[src/rtl/muldiv_unit_pkg.sv]
// -----------------------------------------------------------------------------
// muldiv_unit_pkg
// Shared constants for the iterative multiply/divide unit: default widths,
// iteration count, funct codes for the HI/LO instructions, and the FSM state
// encoding. Imported by muldiv_unit.
// -----------------------------------------------------------------------------
package muldiv_unit_pkg;

   localparam int DEF_WORD_WIDTH     = 32;
   localparam int DEF_ALUFUNCT_WIDTH = 6;
   localparam int DEF_MD_ITER        = DEF_WORD_WIDTH;

   localparam logic [DEF_ALUFUNCT_WIDTH-1:0] ALUFUNCT_MTHI  = 6'h11;
   localparam logic [DEF_ALUFUNCT_WIDTH-1:0] ALUFUNCT_MTLO  = 6'h13;
   localparam logic [DEF_ALUFUNCT_WIDTH-1:0] ALUFUNCT_MULT  = 6'h18;
   localparam logic [DEF_ALUFUNCT_WIDTH-1:0] ALUFUNCT_MULTU = 6'h19;
   localparam logic [DEF_ALUFUNCT_WIDTH-1:0] ALUFUNCT_DIV   = 6'h1A;
   localparam logic [DEF_ALUFUNCT_WIDTH-1:0] ALUFUNCT_DIVU  = 6'h1B;

   typedef enum logic [1:0] {
      MD_IDLE = 2'd0,
      MD_CALC = 2'd1,
      MD_FIX  = 2'd2
   } md_state_t;

endpackage

[src/rtl/muldiv_unit.sv]
// -----------------------------------------------------------------------------
// muldiv_unit
// Iterative MULT/MULTU/DIV/DIVU engine with architectural HI/LO registers.
// One radix-2 step per cycle over a shared (2*WORD_WIDTH+1)-bit accumulator:
// shift-add for multiply, restoring subtraction for divide. Signed ops run on
// magnitudes and the signs are applied in a final FIX cycle. MTHI/MTLO write
// HI/LO directly when the unit is idle.
//
// Ports:
//   clk          system clock, rising edge
//   rst_n        asynchronous active-low reset
//   md_start     request valid (ID/EX holds a mult/div/MT op)
//   md_function  funct code of the request
//   md_src1      rs operand: multiplicand / dividend / MTHI-MTLO data
//   md_src2      rt operand: multiplier / divisor
//   md_flush     pipeline flush, aborts any in-flight op
//   md_busy      op in flight
//   md_stall     request arrives while busy; hazard unit holds ID/EX
//   md_done      one-cycle pulse after HI/LO are written by mult/div
//   hi_out       HI register
//   lo_out       LO register
// -----------------------------------------------------------------------------
module muldiv_unit
   import muldiv_unit_pkg::*;
#(
   parameter int WORD_WIDTH     = DEF_WORD_WIDTH,
   parameter int ALUFUNCT_WIDTH = DEF_ALUFUNCT_WIDTH,
   parameter int MD_ITER        = WORD_WIDTH
) (
   input  logic                      clk,
   input  logic                      rst_n,
   input  logic                      md_start,
   input  logic [ALUFUNCT_WIDTH-1:0] md_function,
   input  logic [WORD_WIDTH-1:0]     md_src1,
   input  logic [WORD_WIDTH-1:0]     md_src2,
   input  logic                      md_flush,
   output logic                      md_busy,
   output logic                      md_stall,
   output logic                      md_done,
   output logic [WORD_WIDTH-1:0]     hi_out,
   output logic [WORD_WIDTH-1:0]     lo_out
);

   localparam int W     = WORD_WIDTH;
   localparam int ACC_W = 2 * W + 1;
   localparam int CNT_W = (MD_ITER > 1) ? $clog2(MD_ITER) : 1;

   md_state_t            state_reg, state_next;
   logic [CNT_W-1:0]     count_reg, count_next;
   logic [ACC_W-1:0]     acc_reg, acc_next;
   logic [W-1:0]         opnd_reg, opnd_next;      // |multiplicand| or |divisor|
   logic [W-1:0]         src1_reg, src1_next;      // raw dividend for divide-by-zero
   logic                 is_div_reg, is_div_next;
   logic                 neg_res_reg, neg_res_next; // operand signs differ (signed op)
   logic                 neg_rem_reg, neg_rem_next; // dividend negative (signed div)
   logic                 div_zero_reg, div_zero_next;
   logic [W-1:0]         hi_reg, hi_next;
   logic [W-1:0]         lo_reg, lo_next;
   logic                 done_reg, done_next;

   // Iteration datapath
   logic [W:0]           mul_sum;
   logic [ACC_W-1:0]     mul_step;
   logic [W:0]           rem_shift;
   logic [W+1:0]         div_diff;
   logic [ACC_W-1:0]     div_step;

   // Final sign fix-up
   logic [2*W-1:0]       prod_fixed;
   logic [W-1:0]         quot_fixed;
   logic [W-1:0]         rem_fixed;

   // Issue decode
   logic                 op_is_md;
   logic                 op_signed;
   logic                 a_neg;
   logic                 b_neg;

   always_comb begin
      // Multiply: low half holds the remaining multiplier bits; each step adds
      // the multiplicand into the upper half when the current LSB is set and
      // shifts the whole accumulator right. The top bit catches the carry.
      mul_sum  = acc_reg[ACC_W-1:W] + (acc_reg[0] ? {1'b0, opnd_reg} : '0);
      mul_step = {1'b0, mul_sum, acc_reg[W-1:1]};

      // Restoring divide: shift the remainder left pulling in the next dividend
      // bit, trial-subtract the divisor, keep the result if it did not borrow.
      rem_shift = {acc_reg[2*W-1:W], acc_reg[W-1]};
      div_diff  = {1'b0, rem_shift} - {2'b00, opnd_reg};
      if (div_diff[W+1]) begin
         div_step = {rem_shift, acc_reg[W-2:0], 1'b0};
      end else begin
         div_step = {div_diff[W:0], acc_reg[W-2:0], 1'b1};
      end

      prod_fixed = neg_res_reg ? -acc_reg[2*W-1:0] : acc_reg[2*W-1:0];
      quot_fixed = neg_res_reg ? -acc_reg[W-1:0]   : acc_reg[W-1:0];
      rem_fixed  = neg_rem_reg ? -acc_reg[2*W-1:W] : acc_reg[2*W-1:W];
   end

   always_comb begin
      op_is_md  = (md_function == ALUFUNCT_MULT) || (md_function == ALUFUNCT_MULTU) ||
                  (md_function == ALUFUNCT_DIV)  || (md_function == ALUFUNCT_DIVU);
      op_signed = (md_function == ALUFUNCT_MULT) || (md_function == ALUFUNCT_DIV);
      a_neg     = op_signed && md_src1[W-1];
      b_neg     = op_signed && md_src2[W-1];
   end

   // FSM next-state and datapath next values
   always_comb begin
      state_next    = state_reg;
      count_next    = count_reg;
      acc_next      = acc_reg;
      opnd_next     = opnd_reg;
      src1_next     = src1_reg;
      is_div_next   = is_div_reg;
      neg_res_next  = neg_res_reg;
      neg_rem_next  = neg_rem_reg;
      div_zero_next = div_zero_reg;
      hi_next       = hi_reg;
      lo_next       = lo_reg;
      done_next     = 1'b0;

      unique case (state_reg)
         MD_IDLE: begin
            if (md_start) begin
               if (op_is_md) begin
                  acc_next      = {{(W+1){1'b0}}, (a_neg ? -md_src1 : md_src1)};
                  opnd_next     = b_neg ? -md_src2 : md_src2;
                  src1_next     = md_src1;
                  is_div_next   = (md_function == ALUFUNCT_DIV) || (md_function == ALUFUNCT_DIVU);
                  neg_res_next  = a_neg ^ b_neg;
                  neg_rem_next  = a_neg;
                  div_zero_next = (md_src2 == '0);
                  count_next    = '0;
                  state_next    = MD_CALC;
               end else if (md_function == ALUFUNCT_MTHI) begin
                  hi_next = md_src1;
               end else if (md_function == ALUFUNCT_MTLO) begin
                  lo_next = md_src1;
               end
            end
         end

         MD_CALC: begin
            acc_next   = is_div_reg ? div_step : mul_step;
            count_next = count_reg + CNT_W'(1);
            if (count_reg == CNT_W'(MD_ITER - 1)) begin
               state_next = MD_FIX;
            end
         end

         MD_FIX: begin
            if (!is_div_reg) begin
               hi_next = prod_fixed[2*W-1:W];
               lo_next = prod_fixed[W-1:0];
            end else if (div_zero_reg) begin
               // Divide by zero reports the dividend exactly as issued.
               hi_next = src1_reg;
               lo_next = '1;
            end else begin
               hi_next = rem_fixed;
               lo_next = quot_fixed;
            end
            done_next  = 1'b1;
            state_next = MD_IDLE;
         end

         default: begin
            state_next = MD_IDLE;
         end
      endcase

      // Flush dominates everything, including a same-cycle start or MT write.
      if (md_flush) begin
         state_next = MD_IDLE;
         hi_next    = hi_reg;
         lo_next    = lo_reg;
         done_next  = 1'b0;
      end
   end

   // State register
   always_ff @(posedge clk or negedge rst_n) begin
      if (!rst_n) begin
         state_reg <= MD_IDLE;
      end else begin
         state_reg <= state_next;
      end
   end

   // Datapath and architectural registers
   always_ff @(posedge clk or negedge rst_n) begin
      if (!rst_n) begin
         count_reg    <= '0;
         acc_reg      <= '0;
         opnd_reg     <= '0;
         src1_reg     <= '0;
         is_div_reg   <= 1'b0;
         neg_res_reg  <= 1'b0;
         neg_rem_reg  <= 1'b0;
         div_zero_reg <= 1'b0;
         hi_reg       <= '0;
         lo_reg       <= '0;
         done_reg     <= 1'b0;
      end else begin
         count_reg    <= count_next;
         acc_reg      <= acc_next;
         opnd_reg     <= opnd_next;
         src1_reg     <= src1_next;
         is_div_reg   <= is_div_next;
         neg_res_reg  <= neg_res_next;
         neg_rem_reg  <= neg_rem_next;
         div_zero_reg <= div_zero_next;
         hi_reg       <= hi_next;
         lo_reg       <= lo_next;
         done_reg     <= done_next;
      end
   end

   assign md_busy  = (state_reg != MD_IDLE);
   assign md_stall = md_start & md_busy;
   assign md_done  = done_reg;
   assign hi_out   = hi_reg;
   assign lo_out   = lo_reg;

endmodule

[config.mk]
export PLATFORM = sky130hd
export DESIGN_NAME = muldiv_unit
export DESIGN_NICKNAME = d
export VERILOG_FILES = /design/src/rtl/muldiv_unit_pkg.sv /design/src/rtl/muldiv_unit.sv
export SDC_FILE = /design/constraint.sdc
export NUM_CORES = 1
export LEC_CHECK = 0
export CORE_MARGIN = 2
export CORE_UTILIZATION = 42
export DETAILED_ROUTE_END_ITERATION = 8
export SETUP_SLACK_MARGIN = 0.4
export SYNTH_ARGS = -nofsm -noshare
export SYNTH_HDL_FRONTEND = slang
export SYNTH_SLANG_ARGS = --single-unit
export TNS_END_PERCENT = 50
[constraint.sdc]
create_clock -name clk -period 3.5 [get_ports clk]
set_clock_uncertainty 0.15 [all_clocks]
set_input_delay 0.7 -clock clk [delete_from_list [all_inputs] [get_ports clk]]
set_output_delay 0.7 -clock clk [all_outputs]
set_load 0.05 [all_outputs]
* Word level (Yosys, flattened, before mapping)
Index checks and enable logic that the tools add are counted.
** Cells by class
- Order comparisons :: 0
- Add/subtract/negate cells :: 8
- Equality and inequality tests :: 18
- $mul :: 0
- Bitwise operators :: 3
- Reduce and logical (&&, ||, !) cells :: 17
- Multiplexer cells :: 34
- Divide/modulo/power cells :: 0
- Shift operators :: 0
** Operators by type and width (number)
- $mux 32 :: 16
- $mux 65 :: 4
- $pmux 65 s2 :: 1
- $neg 32->32 :: 4
- $pmux 32 s2 :: 2
- $mux 64 :: 1
- $neg 64->64 :: 1
- $eq 6x5->1 const B :: 6
- $sub 33x32->34 :: 1
- $add 33x32->33 :: 1
- $logic_not 32->1 :: 1
- $ne 2x2->1 const B :: 6
- $mux 5 :: 2
- $pmux 5 s2 :: 1
- $ne 3x3->1 const B :: 3
- $reduce_and 3->1 :: 3
- $mux 2 :: 4
- $reduce_and 6->1 :: 1
- $reduce_bool 2->1 :: 3
- $add 5x1->5 const B :: 1
- $eq 5x5->1 const B :: 1
- $logic_or 1x1->1 :: 5
- $reduce_and 5->1 :: 1
- $pmux 2 s2 :: 1
- other kinds (8) :: 10
** Word-level totals
- Memories kept :: 0
- Register bits after elaboration :: 205
- Output and inout port bits :: 67
- Bits in read-only memories :: 0
- Word-level logic and storage cells :: 92
- Bits of input ports :: 74
- RAM bits :: 0
- Bits in latches :: 0

* Longest topological paths before layout
- Depth in word-level cells :: 8
- Mapped depth :: 14
- Depth with buffers taken out :: 13

* Worst setup path after synthesis
No wires, ideal clock.
- Path type :: reg2reg
- Start point :: register acc_reg[0]
- End point :: register acc_reg[63]
- Stages on the path, launching flop included :: 14
- Period minus slack after synthesis :: 3.317 ns
- Path slack :: 0.183 ns
- Required time :: 3.210 ns
- Path buffers :: 1
- Library setup time :: 0.140 ns
- Data arrival time :: 3.026 ns
- Cell sequence :: dfrtp_1 inv_1 buf_1 nor2_1 ha_1 nor2b_1 o31ai_1 a211oi_1 a211o_1 a32oi_1 nand2_1 a221oi_1 mux2i_1 o211ai_1
** On the way
- Word-level cells in the longest chain between the ends :: 4
** RTL lines
- start: declaration :: line muldiv_unit.sv:50 : logic [ACC_W-1:0] acc_reg, acc_next;
- start signal: assignment :: line muldiv_unit.sv:208 : acc_reg <= acc_next;
- $mux 32 :: line muldiv_unit.sv:83 : mul_sum = acc_reg[ACC_W-1:W] + (acc_reg[0] ? {1'b0, opnd_reg} : '0);
- $add 33x32->33 :: line muldiv_unit.sv:83
- $mux 65 :: line muldiv_unit.sv:146 : acc_next = is_div_reg ? div_step : mul_step;
- $pmux 65 s2 :: line muldiv_unit.sv:124 : unique case (state_reg)
Every way passes these cells.
A chain may end at the register's enable or synchronous reset.

* Final worst setup path
Same ends and word-level chain as after synthesis.

==> metrics.md <==
| Metric | Value |
|---|---|
| Dpl ws | `-0.627 ns` |
| Final ANT Viol Nets | `0` |
| CP peak stage delay | `0.45 ns` |
| Routing usage on met3 | `3.72%` |
| Top Family by Delay on Critical Path | `compound AO/OA/AOI/OAI gates` |
| Worst R2R End | `acc_reg[63]$_DFFE_PN0P_` |
| Cell Chain, Critical Path | `clkinv_4, buf_8, nor2_1, ha_1, a21oi_2, nor2_1, a211o_1, a32oi_2, buf_4, nand2_2, a221oi_2, buf_4, mux2i_1, o211ai_1` |
| Worst Path Buf+Inv | `4` |
| Die area | `41300 µm²` |
| Synth unique cells | `74` |
| Drt pass-1 iters | `5` |
| Vias in the first global route | `16700` |
| Max Buffers Root-to-Sink | `3` |
| Hold WS | `0.0426 ns` |
| All-Layer GR Usage | `28.2%` |
| Synthesis-stage register bit count | `205` |
| GR peak layer | `met2` |
| RSZ-0062 raised after global routing | `true` |
| FILL cells | `3685` |
| Fmax | `310 MHz` |
| R2R Path Start | `acc_reg[0]$_DFFE_PN0P_` |
| Pwr Density | `829 nW/µm²` |
| Clock root cell | `clkbuf_16` |
| Result of the run | `finished clean` |
| EDFF count, synth | `0` |
| First-pass GRT wire length | `92.6 mm` |
| GRT overflow | `0` |
| Antenna violations before repair | `0` |
| Highest-count cells in the layout ignoring fill and taps | `nand2_1 (345), buf_4 (227), o21ai_0 (212)` |
| Final Hold Violating Endpoints | `0` |
| Input/output buffers | `140` |
| Worst R2R Setup Slack | `0.27 ns` |
| Initial Util | `42.8%` |
| Post-detail-place hpwl | `44.2 mm` |
| Post-Route WL | `60.0 mm` |
| Post-Route Setup TNS | `0 ns` |
| Critical Path Start Type | `register` |
| GRT met1 Usage | `38.3%` |
| CTS hold repair buffers | `0` |
| Routability Congestion | `0.935` |
| Synthesized area | `16700 µm²` |
| Area Growth Syn to Fin | `31.2%` |
| CTS tree | `built` |
| Max Slew Vio Count | `0` |
| Vias per cell | `5.84` |
| Worst-Skew Late Latency | `0.56 ns` |
| Final Util | `56.2%` |
| FP Rows | `72` |
| I/O pin count | `141` |
| Sequential share of the synthesized area | `30.8%` |
| Most common cell after layout, fill and taps aside | `nand2_1` |
| Hold Crit Class | `input port to async pin` |
| Final min period | `3.23 ns` |
| Crit path kind | `register to register` |
| Drc violations | `0` |
| Core area | `38900 µm²` |
| Average size of a mapped cell | `7.63 µm²` |
| Final setup viols | `0` |
| Worst-Margin Slew | `1.10 ns` |
| Die Y | `203 µm` |
| PnR worst setup slack | `0.274 ns` |
| Initial DRC count | `911` |
| Final period util | `92.2%` |
| Pleak | `9.21 nW` |
| Slew headroom | `26.8%` |
| CP max FO | `14` |
| CTS sink cnt | `205` |
| Vias | `17400` |
| Grt met2 use | `45.7%` |
| Layout cells sized above 1 | `18.6%` |
| H-tree depth | `1` |
| Die width | `203 µm` |
| Worst endpoint required time | `3.78 ns` |
| Ys async rst share | `100%` |
| Synth top area cells | `dfrtp_1 (31%), nand2_1 (7.8%), o21ai_0 (7.1%), xnor2_1 (5.8%), ha_1 (5.3%)` |
| Post-Syn Instances | `2183` |
| Synth Warn # | `0` |
| Max-cap violation count | `0` |
| Largest net degree at the start of global routing | `79` |
| Slowest CP cell | `dfrtp_2` |
| Clock transition at path regs | `0.06 ns` |
| Critical path endpoint category | `register` |
| Synth area leader | `dfrtp_1` |
| Cell count of the worst reg-to-reg path | `14` |
| TritonCTS Buffers | `26` |
| Yosys top cell area share | `30.8%` |
| Final net count | `2593` |
| Worst EP arrival | `3.50 ns` |
| Worst Setup SP | `acc_reg[0]$_DFFE_PN0P_` |
| Syn Nets | `2329` |
| Commonest register cell after synthesis | `dfrtp_1` |
| Max VDD drop | `552 µV` |
| Max reg flops | `65` |
| DR WL/cell | `20.1 µm` |
-- synth_stat cells, types with 34 or more instances --
cell / n
inv_1: 67
xor2_1: 73
dfrtp_1: 205
clkbuf_1: 136
nor3_1: 41
nand3_1: 42
xnor2_1: 110
nand2_1: 347
a21oi_1: 155
ha_1: 70
nor2_1: 182
o21ai_0: 236
o22ai_1: 34
-- power by group --
part | internal [mW] | leakage [nW] | switching, mW | total, mW
Clock | 1.55 | 0.415 | 1.14 | 2.69
Combinational | 5.03 | 6.22 | 6.51 | 11.5
Sequential | 3.05 | 2.58 | 0.846 | 3.89
-- layout make-up --
class	instances	area, µm²	area share [%]
antenna	1	2.50	0.0114
multi-input combinational	1756	11500	52.6
clock inverter	9	88.8	0.406
clock buffer	39	749	3.43
tap	518	648	2.96
inverter	67	259	1.18
sequential	205	5140	23.5
timing repair buffer	391	3480	15.9
-- through the flow --
| stage | power, mW | cells | area (µm²) |
|---|---|---|---|
| floorplan | 9.97 | 2183 | 16700 |
| global placement | 13.5 | 2905 | 19900 |
| detailed placement | 13.7 | 2905 | 19900 |
| CTS | 16.7 | 2966 | 21100 |
| global route | 19.3 | 2985 | 21900 |
| finish | 18.1 | 2986 | 21900 |
-- worst max path at each step --
stage | end | slack [ns] | cells after the start
floorplan | hi_out[26]$_DFFE_PN0P_ | 0.36 | 10
global placement | acc_reg[31]$_DFFE_PN0P_ | -0.70 | 8
detailed placement | acc_reg[31]$_DFFE_PN0P_ | -0.63 | 8
CTS | acc_reg[63]$_DFFE_PN0P_ | 0.17 | 15
global route | acc_reg[56]$_DFFE_PN0P_ | 0.21 | 16
finish | acc_reg[63]$_DFFE_PN0P_ | 0.27 | 14
-- per-layer routing --
metal  vias up  share of wire [%]
li1       8336                  -
met1      8387                 43
met2       585                 47
met3       128                6.6
met4         0                3.8
met5         -                  0
-- what timing repair did --
item	CTS	global route
endpoints found under the hold margin	0	0
cloned	0	5
endpoints found under the setup margin	61	70
gates resized for setup	87	114
buffers inserted	13	14
pin swaps	31	58
-- kinds of logic (layout without fill, tap and decap cells) --
| kind of cell | count (synthesis) | after routing | share of synthesized area [%] |
|---|---|---|---|
| AOI/OAI and AO/OA | 675 | 675 | 24.9 |
| DFF | 205 | 205 | 30.8 |
| adders and majority gates | 72 | 72 | 5.50 |
| and+or+nand+nor | 775 | 775 | 20.9 |
| other | 0 | 1 | 0 |
| xor gates and xnor gates | 183 | 183 | 9.62 |
| muxes | 51 | 51 | 3.21 |
| buffers and inverters | 222 | 506 | 5.14 |
(Power assumes the default switching activity.)
